### src/rtl/std_cache_pkg.sv
// Shared types and helpers for the standard data cache.
// Holds the MSHR state encoding and the line-address comparison helper.
package std_cache_pkg;

    localparam int unsigned DCACHE_NR_MSHR = 4;

    typedef enum logic [1:0] {
        MSHR_FREE     = 2'd0,
        MSHR_PENDING  = 2'd1,
        MSHR_INFLIGHT = 2'd2
    } mshr_state_e;

    // Addresses are widened to 64 bits by the caller; offset bits are shifted out.
    function automatic logic line_match(input logic [63:0] a, input logic [63:0] b,
                                        input int unsigned offset);
        return (a >> offset) == (b >> offset);
    endfunction

endpackage

### src/rtl/std_cache_mshr_order_q.sv
// Circular FIFO of MSHR slot indices recording allocation order.
// Depth equals the slot count, so pushes bounded by free slots cannot overflow.
module std_cache_mshr_order_q #(
    parameter int unsigned DEPTH = 4
) (
    input  logic                     clk_i,
    input  logic                     rst_ni,
    input  logic                     push,
    input  logic [$clog2(DEPTH)-1:0] push_idx,
    input  logic                     pop,
    output logic                     empty,
    output logic [$clog2(DEPTH)-1:0] head_idx
);
    localparam int unsigned PTR_W = $clog2(DEPTH);

    logic [PTR_W-1:0] slot_r [DEPTH];
    logic [PTR_W-1:0] rd_ptr_r;
    logic [PTR_W-1:0] wr_ptr_r;
    logic [PTR_W:0]   cnt_r;

    assign empty    = (cnt_r == '0);
    assign head_idx = slot_r[rd_ptr_r];

    // Storage, pointers and fill count; power-of-two depth lets pointers wrap naturally.
    always_ff @(posedge clk_i or negedge rst_ni) begin
        if (!rst_ni) begin
            rd_ptr_r <= '0;
            wr_ptr_r <= '0;
            cnt_r    <= '0;
            for (int i = 0; i < int'(DEPTH); i++) begin
                slot_r[i] <= '0;
            end
        end else begin
            if (push) begin
                slot_r[wr_ptr_r] <= push_idx;
                wr_ptr_r         <= wr_ptr_r + PTR_W'(1);
            end
            if (pop) begin
                rd_ptr_r <= rd_ptr_r + PTR_W'(1);
            end
            cnt_r <= cnt_r + (PTR_W+1)'(push) - (PTR_W+1)'(pop);
        end
    end

endmodule

### src/rtl/std_cache_mshr_file.sv
// N-entry miss-status holding register file: conflict-checked allocation,
// oldest-first issue and indexed completion. Optional STD_CACHE_MSHR_PERF_EN adds perf counters.
module std_cache_mshr_file
    import std_cache_pkg::*;
#(
    parameter int unsigned NR_ENTRIES  = DCACHE_NR_MSHR,
    parameter int unsigned ADDR_WIDTH  = 56,
    parameter int unsigned DATA_WIDTH  = 64,
    parameter int unsigned ID_WIDTH    = 2,
    parameter int unsigned LINE_OFFSET = 4
) (
    input  logic                          clk_i,
    input  logic                          rst_ni,
    input  logic                          alloc_valid_i,
    output logic                          alloc_ready_o,
    input  logic [ID_WIDTH-1:0]           alloc_id_i,
    input  logic                          alloc_we_i,
    input  logic [ADDR_WIDTH-1:0]         alloc_addr_i,
    input  logic [DATA_WIDTH-1:0]         alloc_wdata_i,
    input  logic [DATA_WIDTH/8-1:0]       alloc_be_i,
    output logic [$clog2(NR_ENTRIES)-1:0] alloc_idx_o,
    input  logic [ADDR_WIDTH-1:0]         lookup_addr_i,
    output logic                          lookup_hit_o,
    output logic [$clog2(NR_ENTRIES)-1:0] lookup_idx_o,
    output logic                          issue_valid_o,
    input  logic                          issue_ready_i,
    output logic [$clog2(NR_ENTRIES)-1:0] issue_idx_o,
    output logic [ADDR_WIDTH-1:0]         issue_addr_o,
    output logic                          issue_we_o,
    output logic [DATA_WIDTH-1:0]         issue_wdata_o,
    output logic [DATA_WIDTH/8-1:0]       issue_be_o,
    input  logic                          complete_valid_i,
    input  logic [$clog2(NR_ENTRIES)-1:0] complete_idx_i,
`ifdef STD_CACHE_MSHR_PERF_EN
    output logic [31:0]                   perf_stall_cnt_o,
    output logic [$clog2(NR_ENTRIES):0]   perf_max_occ_o,
`endif
    output logic                          rsp_valid_o,
    output logic [ID_WIDTH-1:0]           rsp_id_o,
    output logic                          rsp_we_o
);
    localparam int unsigned IDX_W = $clog2(NR_ENTRIES);
    localparam int unsigned BE_W  = DATA_WIDTH / 8;

    typedef struct packed {
        logic [ID_WIDTH-1:0]   id;
        logic                  we;
        logic [ADDR_WIDTH-1:0] addr;
        logic [DATA_WIDTH-1:0] wdata;
        logic [BE_W-1:0]       be;
    } entry_t;

    function automatic logic [IDX_W-1:0] lowest_idx(input logic [NR_ENTRIES-1:0] vec);
        lowest_idx = '0;
        for (int i = int'(NR_ENTRIES) - 1; i >= 0; i--) begin
            if (vec[i]) begin
                lowest_idx = IDX_W'(i);
            end
        end
    endfunction

    entry_t      entry_r [NR_ENTRIES];
    mshr_state_e state_r [NR_ENTRIES];
    logic        run_r;
    logic        rsp_valid_r;
    logic [ID_WIDTH-1:0] rsp_id_r;
    logic        rsp_we_r;

    logic [NR_ENTRIES-1:0] free_vec_s;
    logic [NR_ENTRIES-1:0] conflict_vec_s;
    logic [NR_ENTRIES-1:0] lookup_vec_s;
    logic [IDX_W-1:0]      free_idx_s;
    logic [IDX_W-1:0]      head_idx_s;
    logic                  q_empty_s;
    logic                  alloc_fire_s;
    logic                  issue_fire_s;
    logic                  complete_hit_s;
    entry_t                alloc_entry_s;
    entry_t                head_entry_s;

    // Per-slot free / line-conflict / probe-hit vectors from registered state only.
    always_comb begin
        free_vec_s     = '0;
        conflict_vec_s = '0;
        lookup_vec_s   = '0;
        for (int i = 0; i < int'(NR_ENTRIES); i++) begin
            free_vec_s[i]     = (state_r[i] == MSHR_FREE);
            conflict_vec_s[i] = !free_vec_s[i] &&
                                line_match(64'(alloc_addr_i), 64'(entry_r[i].addr), LINE_OFFSET);
            lookup_vec_s[i]   = !free_vec_s[i] &&
                                line_match(64'(lookup_addr_i), 64'(entry_r[i].addr), LINE_OFFSET);
        end
    end

    assign free_idx_s     = lowest_idx(free_vec_s);
    assign alloc_idx_o    = free_idx_s;
    assign alloc_ready_o  = run_r && (|free_vec_s) && !(|conflict_vec_s);
    assign lookup_hit_o   = |lookup_vec_s;
    assign lookup_idx_o   = lowest_idx(lookup_vec_s);
    assign alloc_fire_s   = alloc_valid_i && alloc_ready_o;
    assign issue_valid_o  = !q_empty_s;
    assign issue_fire_s   = issue_valid_o && issue_ready_i;
    assign complete_hit_s = complete_valid_i && (state_r[complete_idx_i] == MSHR_INFLIGHT);
    assign head_entry_s   = entry_r[head_idx_s];
    assign alloc_entry_s  = '{id: alloc_id_i, we: alloc_we_i, addr: alloc_addr_i,
                              wdata: alloc_wdata_i, be: alloc_be_i};

    std_cache_mshr_order_q #(.DEPTH(NR_ENTRIES)) u_order_q (
        .clk_i    (clk_i),
        .rst_ni   (rst_ni),
        .push     (alloc_fire_s),
        .push_idx (free_idx_s),
        .pop      (issue_fire_s),
        .empty    (q_empty_s),
        .head_idx (head_idx_s)
    );

    // Issue payload is forced to zero whenever nothing is offered.
    always_comb begin
        if (issue_valid_o) begin
            issue_idx_o   = head_idx_s;
            issue_addr_o  = head_entry_s.addr;
            issue_we_o    = head_entry_s.we;
            issue_wdata_o = head_entry_s.wdata;
            issue_be_o    = head_entry_s.be;
        end else begin
            issue_idx_o   = '0;
            issue_addr_o  = '0;
            issue_we_o    = 1'b0;
            issue_wdata_o = '0;
            issue_be_o    = '0;
        end
    end

    // Slot state transitions; alloc, issue and complete always target distinct states.
    always_ff @(posedge clk_i or negedge rst_ni) begin
        if (!rst_ni) begin
            run_r <= 1'b0;
            for (int i = 0; i < int'(NR_ENTRIES); i++) begin
                state_r[i] <= MSHR_FREE;
                entry_r[i] <= '0;
            end
        end else begin
            run_r <= 1'b1;
            for (int i = 0; i < int'(NR_ENTRIES); i++) begin
                if (alloc_fire_s && (free_idx_s == IDX_W'(i))) begin
                    state_r[i] <= MSHR_PENDING;
                    entry_r[i] <= alloc_entry_s;
                end else if (issue_fire_s && (head_idx_s == IDX_W'(i))) begin
                    state_r[i] <= MSHR_INFLIGHT;
                end else if (complete_hit_s && (complete_idx_i == IDX_W'(i))) begin
                    state_r[i] <= MSHR_FREE;
                end
            end
        end
    end

    // Completion response, one cycle after a valid completion.
    always_ff @(posedge clk_i or negedge rst_ni) begin
        if (!rst_ni) begin
            rsp_valid_r <= 1'b0;
            rsp_id_r    <= '0;
            rsp_we_r    <= 1'b0;
        end else begin
            rsp_valid_r <= complete_hit_s;
            rsp_id_r    <= complete_hit_s ? entry_r[complete_idx_i].id : '0;
            rsp_we_r    <= complete_hit_s ? entry_r[complete_idx_i].we : 1'b0;
        end
    end

    assign rsp_valid_o = rsp_valid_r;
    assign rsp_id_o    = rsp_id_r;
    assign rsp_we_o    = rsp_we_r;

`ifdef STD_CACHE_MSHR_PERF_EN
    logic [31:0]    stall_cnt_r;
    logic [IDX_W:0] max_occ_r;
    logic [IDX_W:0] occ_s;

    // Count of busy slots in the current registered state.
    always_comb begin
        occ_s = '0;
        for (int i = 0; i < int'(NR_ENTRIES); i++) begin
            occ_s = occ_s + (IDX_W+1)'(!free_vec_s[i]);
        end
    end

    // Saturating stall counter and occupancy high-water mark.
    always_ff @(posedge clk_i or negedge rst_ni) begin
        if (!rst_ni) begin
            stall_cnt_r <= 32'd0;
            max_occ_r   <= '0;
        end else begin
            if (alloc_valid_i && !alloc_ready_o && (stall_cnt_r != 32'hFFFF_FFFF)) begin
                stall_cnt_r <= stall_cnt_r + 32'd1;
            end
            if (occ_s > max_occ_r) begin
                max_occ_r <= occ_s;
            end
        end
    end

    assign perf_stall_cnt_o = stall_cnt_r;
    assign perf_max_occ_o   = max_occ_r;
`endif

endmodule

### config.mk
export PLATFORM = sky130hd
export DESIGN_NAME = std_cache_mshr_file
export DESIGN_NICKNAME = d
export VERILOG_FILES = /design/src/rtl/std_cache_pkg.sv /design/src/rtl/std_cache_mshr_order_q.sv /design/src/rtl/std_cache_mshr_file.sv
export SDC_FILE = /design/constraint.sdc
export NUM_CORES = 1
export LEC_CHECK = 0
export ABC_AREA = 1
export CAP_MARGIN = 30
export CELL_PAD_IN_SITES_DETAIL_PLACEMENT = 0
export CELL_PAD_IN_SITES_GLOBAL_PLACEMENT = 1
export CORE_UTILIZATION = 46
export CTS_CLUSTER_DIAMETER = 150
export DETAILED_ROUTE_END_ITERATION = 10
export PLACE_DENSITY = 0.84
export SLEW_MARGIN = 20
export SYNTH_ARGS = -nofsm -noshare
export SYNTH_HDL_FRONTEND = slang
export SYNTH_SLANG_ARGS = --single-unit
### constraint.sdc
create_clock -name clk_i -period 6.4 [get_ports clk_i]
set_input_delay 1.28 -clock clk_i [delete_from_list [all_inputs] [get_ports clk_i]]
set_output_delay 1.28 -clock clk_i [all_outputs]
set_load 0.01 [all_outputs]
Word level (Yosys, flattened, before mapping) --
Cells that the tools add are included.
Operators by class: add/sub/neg operators 4, order comparisons 5, equal/unequal tests 18, multiplexer cells 42, bitwise operators 4, reductions and logical operators 47
Operators by type and width (number):
- $bmux 131 s2 | 2
- $eq 52x52->1 | 8
- $mux 131 | 2
- $mux 129 | 2
- $mux 64 | 1
- $mux 56 | 1
- $mux 2 | 27
- $logic_and 1x1->1 | 26
- $eq 2x2->1 const B | 7
- $logic_not 2->1 | 7
- $ge 3x3->1 const B | 4
- $not 2->3 | 4
- $reduce_bool 3->1 | 4
- $reduce_or 4->1 | 3
- $bmux 2 s2 | 2
- $bwmux 8 | 1
- $mux 8 | 1
- $eq 2x1->1 const B | 3
- $logic_not 1->1 | 6
- $add 2x1->2 const B | 2
- $demux 2 s2 | 1
- $add 3x1->3 | 1
- $logic_not 3->1 | 1
- $lt 3x1->1 const B | 1
- other kinds (2) | 3
Word-level totals: register bits 552, bits of input ports 194, output and inout bits 142, logic and storage cells 155

Longest topological paths before layout --
depth after elaboration 10, depth in mapped cells 19, gate-level depth less buffers 17

Cells and area by module --
From an unflattened synthesis, not the netlist that was laid out.
Unflattened totals: cells, all modules 4420, area total of the unflattened synthesis 32392.3 um^2
By module, submodules not included:
- std_cache_mshr_file | times used 1, cells each 4329, area an instance 31625.3 um^2, seq. area each 13437.9 um^2
- std_cache_mshr_order_q | times used 1, cells each 91, area an instance 767.0 um^2, seq. area each 375.4 um^2

Worst setup path after synthesis --
No wires, ideal clock.
path type input-to-output, from input port alloc_addr_i[50], to output port alloc_ready_o, arrival time 2.502 ns, data required time 5.120 ns, path slack 2.618 ns, stages 14, path buffers 3, path through buf_2 inv_1 nand2_1 nand2_1 nor2_1 nand2_1 nor2_1 nand2_1 nor2_1 nand2_1 nand3_1 nor2_2 buf_4 buf_2
Between the ends: word-level cells in the longest chain between the ends 5, elaborated cells on any way between the ends 11, classes of those cells eq/ne: 4; reduce/logical: 7
Ends and longest elaborated chain:
- from (decl) | line std_cache_mshr_file.sv:18 | input logic [ADDR_WIDTH-1:0] alloc_addr_i,
- $eq 52x52->1 | line std_cache_pkg.sv:16 | return (a >> offset) == (b >> offset);
- $logic_and 1x1->1 | line std_cache_mshr_file.sv:88 | conflict_vec_s[i] = !free_vec_s[i] &&
- $reduce_or 4->1 (*) | line std_cache_mshr_file.sv:97 | assign alloc_ready_o = run_r && (|free_vec_s) && !(|conflict_vec_s);
- $logic_not 1->1 (*) | line std_cache_mshr_file.sv:97
- $logic_and 1x1->1 (*) | line std_cache_mshr_file.sv:97
- to (decl) | line std_cache_mshr_file.sv:15 | output logic alloc_ready_o,
Mark *: on every way between the ends. The rest lies on a longest branch, timed or not.

Final worst setup path --
from input port lookup_addr_i[11], to output port lookup_hit_o
Between the ends: word-level cells in the longest chain between the ends 3, elaborated cells on any way between the ends 9, classes of those cells eq/ne: 4; reduce/logical: 5
Ends and longest elaborated chain:
- from (decl) | line std_cache_mshr_file.sv:22 | input logic [ADDR_WIDTH-1:0] lookup_addr_i,
- $eq 52x52->1 | line std_cache_pkg.sv:16
- $logic_and 1x1->1 | line std_cache_mshr_file.sv:90 | lookup_vec_s[i] = !free_vec_s[i] &&
- $reduce_or 4->1 (*) | line std_cache_mshr_file.sv:98 | assign lookup_hit_o = |lookup_vec_s;
- to (decl) | line std_cache_mshr_file.sv:23 | output logic lookup_hit_o,
Marked as above.

==> impl_results.md <==
- Period utilization: about nine tenths
- Max Cap Violations: 0
- Setup crit start kind: input port
- Leakage: ~18 nW
- Mapped Nets: around 4600
- Async S/R FF share, synth: 100%
- Max-slew violation count: 0
- Nets: around 4700
- Setup Skew: 66.6 ps
- Vias in the first global route: 32142
- Routed Antenna Nets: 0
- Largest net degree at the start of global routing: about 230
- Worst-margin pin slew: about 1100 ps
- Cts hold-fix bufs: 0
- Fin cells: ~5500
- Netlist cell types: 46
- Post-DP HPWL: 111000 um
- Remaining global-route overflow: 0
- Wire per inst: 30.0 um
- CP Max Fanout: 5
- Synth area leaders: dfrtp_1, nand2_1, nand4_1
- Required time worst endpoint: 5120 ps
- Post-Syn Area: 0.0324 mm^2
- Ranking of synthesized cells by instance count: nand2_1, nand4_1, dfrtp_1, inv_1, a22oi_1
- Largest area contributor in the netlist: dfrtp_1
- VDD IR-drop max: around 0.00060 V
- Pwr dens: ~610 mW/mm^2
- Via count: 34554
- Setup violations, final: 0
- Max_slew headroom: between 20% and 30%
- Routability cong.: 1.14
- Crit path time final: ~5800 ps
- CTS tree: done
- Post-CTS Setup Bufs: 0
- Status: complete, no violations
- Die width: approximately 270 um
- Yosys warning count: 0
- Post-synth top flop: dfrtp_1
- Cell total after placement: 5346
- Total wire length: approximately 160000 um
- Clk sinks: ~550
- Yosys top cell area share: a little over two fifths
- FP Rows: 96
- H-tree depth: 2
- Yosys reg bits: 552
- Share of cells above drive strength 1: ~4.8%
- Drc violations: 0
- Vias per std cell: around 6.3
- Cell area after layout: about 0.038 mm^2
- Hold Path Class: flip-flop to flip-flop
- Count leader, synth: nand2_1
- Die footprint: approximately 0.071 mm^2
- Placed Area: roughly 0.036 mm^2
- Post_cts resized: 0
- Area grow syn2layout: 17.3%
- Initial antenna violation count: 11
- First-pass GRT wire length: ~230000 um
- Root buffer cell: clkbuf_16
- Unrepaired setup endpoints after global routing: false
- Initial Util: 46.9%
- Final Hold Fails: 0
- DR pass1 iterations: 6
- Mean Syn Cell Area: around 7.4 um^2
- CORE AREA: 0.0691 mm^2
- Die height: roughly 270 um
- Clock Pin Slew Worst Setup and Hold Paths: around 60 ps
- Critical path arrival: ~4500 ps
- Hold WS: about 470 ps
- Pwr Total: approximately 0.023 W
- Final total negative setup slack: 0 ps
- Bufs on Longest Clock Path: 3
- Crit end category: output pin
- Drt first-iter violations: slightly below 5000
- I/O Pins: approximately 340
- Seq/Total Area, Yosys: 42.7%
- Max Freq: roughly 170 MHz
- Crit path kind: input port to output pin
- GRT Util Overall: between 40% and 50%
- EDFF count, synth: 0
- # port buffers: 331
- Worst-Skew Late Latency: between 600 and 700 ps
- Num CTS Buffers: 60
- Cell count after synthesis: between 4000 and 5000
stage by stage:
step / util (%) / setup WS, ps
2_1_floorplan: - / 2620
3_3_place_gp: 52.0 / 827
3_5_place_dp: 52.0 / 870
4_1_cts: 54.8 / 851
5_1_grt: 54.9 / 660
6_report: 54.9 / 609
flip-flops by register name (all words and copies together) (netlist names):
name,flops
u_order_q.slot_r,8
entry_r,524
rsp_id_o,2
u_order_q.rd_ptr_r,2
u_order_q.cnt_r,3
rsp_we_o,1
rsp_valid_o,1
run_r,1
state_r,8
u_order_q.wr_ptr_r,2
power by group:
group | internal, W | total, W | switching, W | leakage [nW]
clock | 0.00199 | 0.00354 | 0.00155 | 0.967
combinational | 0.00433 | 0.0127 | 0.00841 | 10.3
sequential | 0.00506 | 0.00706 | 0.00200 | 7.00
cell usage in the layout, fill, tap and decap left out, types with 4 or more instances in the layout:
| master | netlist | layout |
|---|---|---|
| buf_4 | 29 | 49 |
| nand4_4 | 4 | 4 |
| dfrtp_1 | 552 | 552 |
| nor3_1 | 7 | 6 |
| clkdlybuf4s50_1 | 0 | 329 |
| nand4_1 | 561 | 561 |
| inv_1 | 276 | 274 |
| nor2_1 | 215 | 212 |
| a211oi_1 | 4 | 4 |
| clkbuf_1 | 148 | 16 |
| buf_12 | 0 | 21 |
| a21oi_1 | 140 | 140 |
| a22oi_1 | 262 | 262 |
| o22ai_1 | 106 | 106 |
| xnor2_1 | 65 | 65 |
| o21ai_0 | 81 | 81 |
| nand3_1 | 17 | 17 |
| clkinv_2 | 0 | 7 |
| a221oi_1 | 9 | 9 |
| nor2_4 | 4 | 8 |
| o21ai_1 | 17 | 17 |
| clkbuf_16 | 0 | 60 |
| nor4_1 | 6 | 6 |
| inv_2 | 23 | 23 |
| clkbuf_8 | 0 | 15 |
| nand2_1 | 1611 | 1611 |
| ha_1 | 6 | 6 |
| xor2_1 | 21 | 21 |
worst max-delay path, stage by stage:
cell,delay [ps]
clkdlybuf4s50_1,640
inv_1,320
o22ai_1,230
nor2_1,160
nand3_1,80
nor2_1,470
nand2_1,100
nor2_1,300
nand3_1,160
nand2_1,150
inv_1,50
nand2_1,50
clkdlybuf4s50_1,520
path summary, 6_finish.rpt:
check | from | to | slack (ps) | cells after the start
max | lookup_addr_i[11] | lookup_hit_o | 610 | 13
min | u_order_q.rd_ptr_r[1] | u_order_q.rd_ptr_r[1] | 470 | 1
max reg2reg | entry_r[477] | entry_r[359] | 2230 | 13
min reg2reg | u_order_q.rd_ptr_r[1] | u_order_q.rd_ptr_r[1] | 470 | 1
max in group asynchronous | rst_ni | entry_r[453] | 4510 | 2
min in group asynchronous | rst_ni | entry_r[505] | 630 | 1
cells by family (layout without fill, tap and decap cells):
kind of cell,after synthesis,count (layout),share of synthesized area (%)
simple gates,2436,2436,33.2
buf+inv,656,812,8.95
compound gates,633,633,12.5
flops,552,552,42.7
xor+xnor,86,86,2.33
fa+ha+maj,7,7,0.294
other cells,1,4,0.0116
layer usage:
| metal | vias to the layer above | track usage, % | wire (um) |
|---|---|---|---|
| met1 | 16815 | 58.4 | 62100 |
| met3 | 480 | 9.72 | 16700 |
| met5 | - | 0 | 110 |
| met2 | 2196 | 68.6 | 72500 |
| met4 | 16 | 28.1 | 12300 |
| li1 | 15047 | - | - |
final cells by class:
cell class | instances | area (um^2)
Fill cell | 6673 | 31100
Multi-Input combinational cell | 3163 | 15700
Sequential cell | 552 | 13800
Timing Repair Buffer | 403 | 4170
Clock buffer | 91 | 1770
Tap cell | 931 | 1160
Inverter | 300 | 1130
Clock inverter | 18 | 214
Antenna cell | 3 | 7.51
Note: power is estimated with default switching activity, not from simulation.
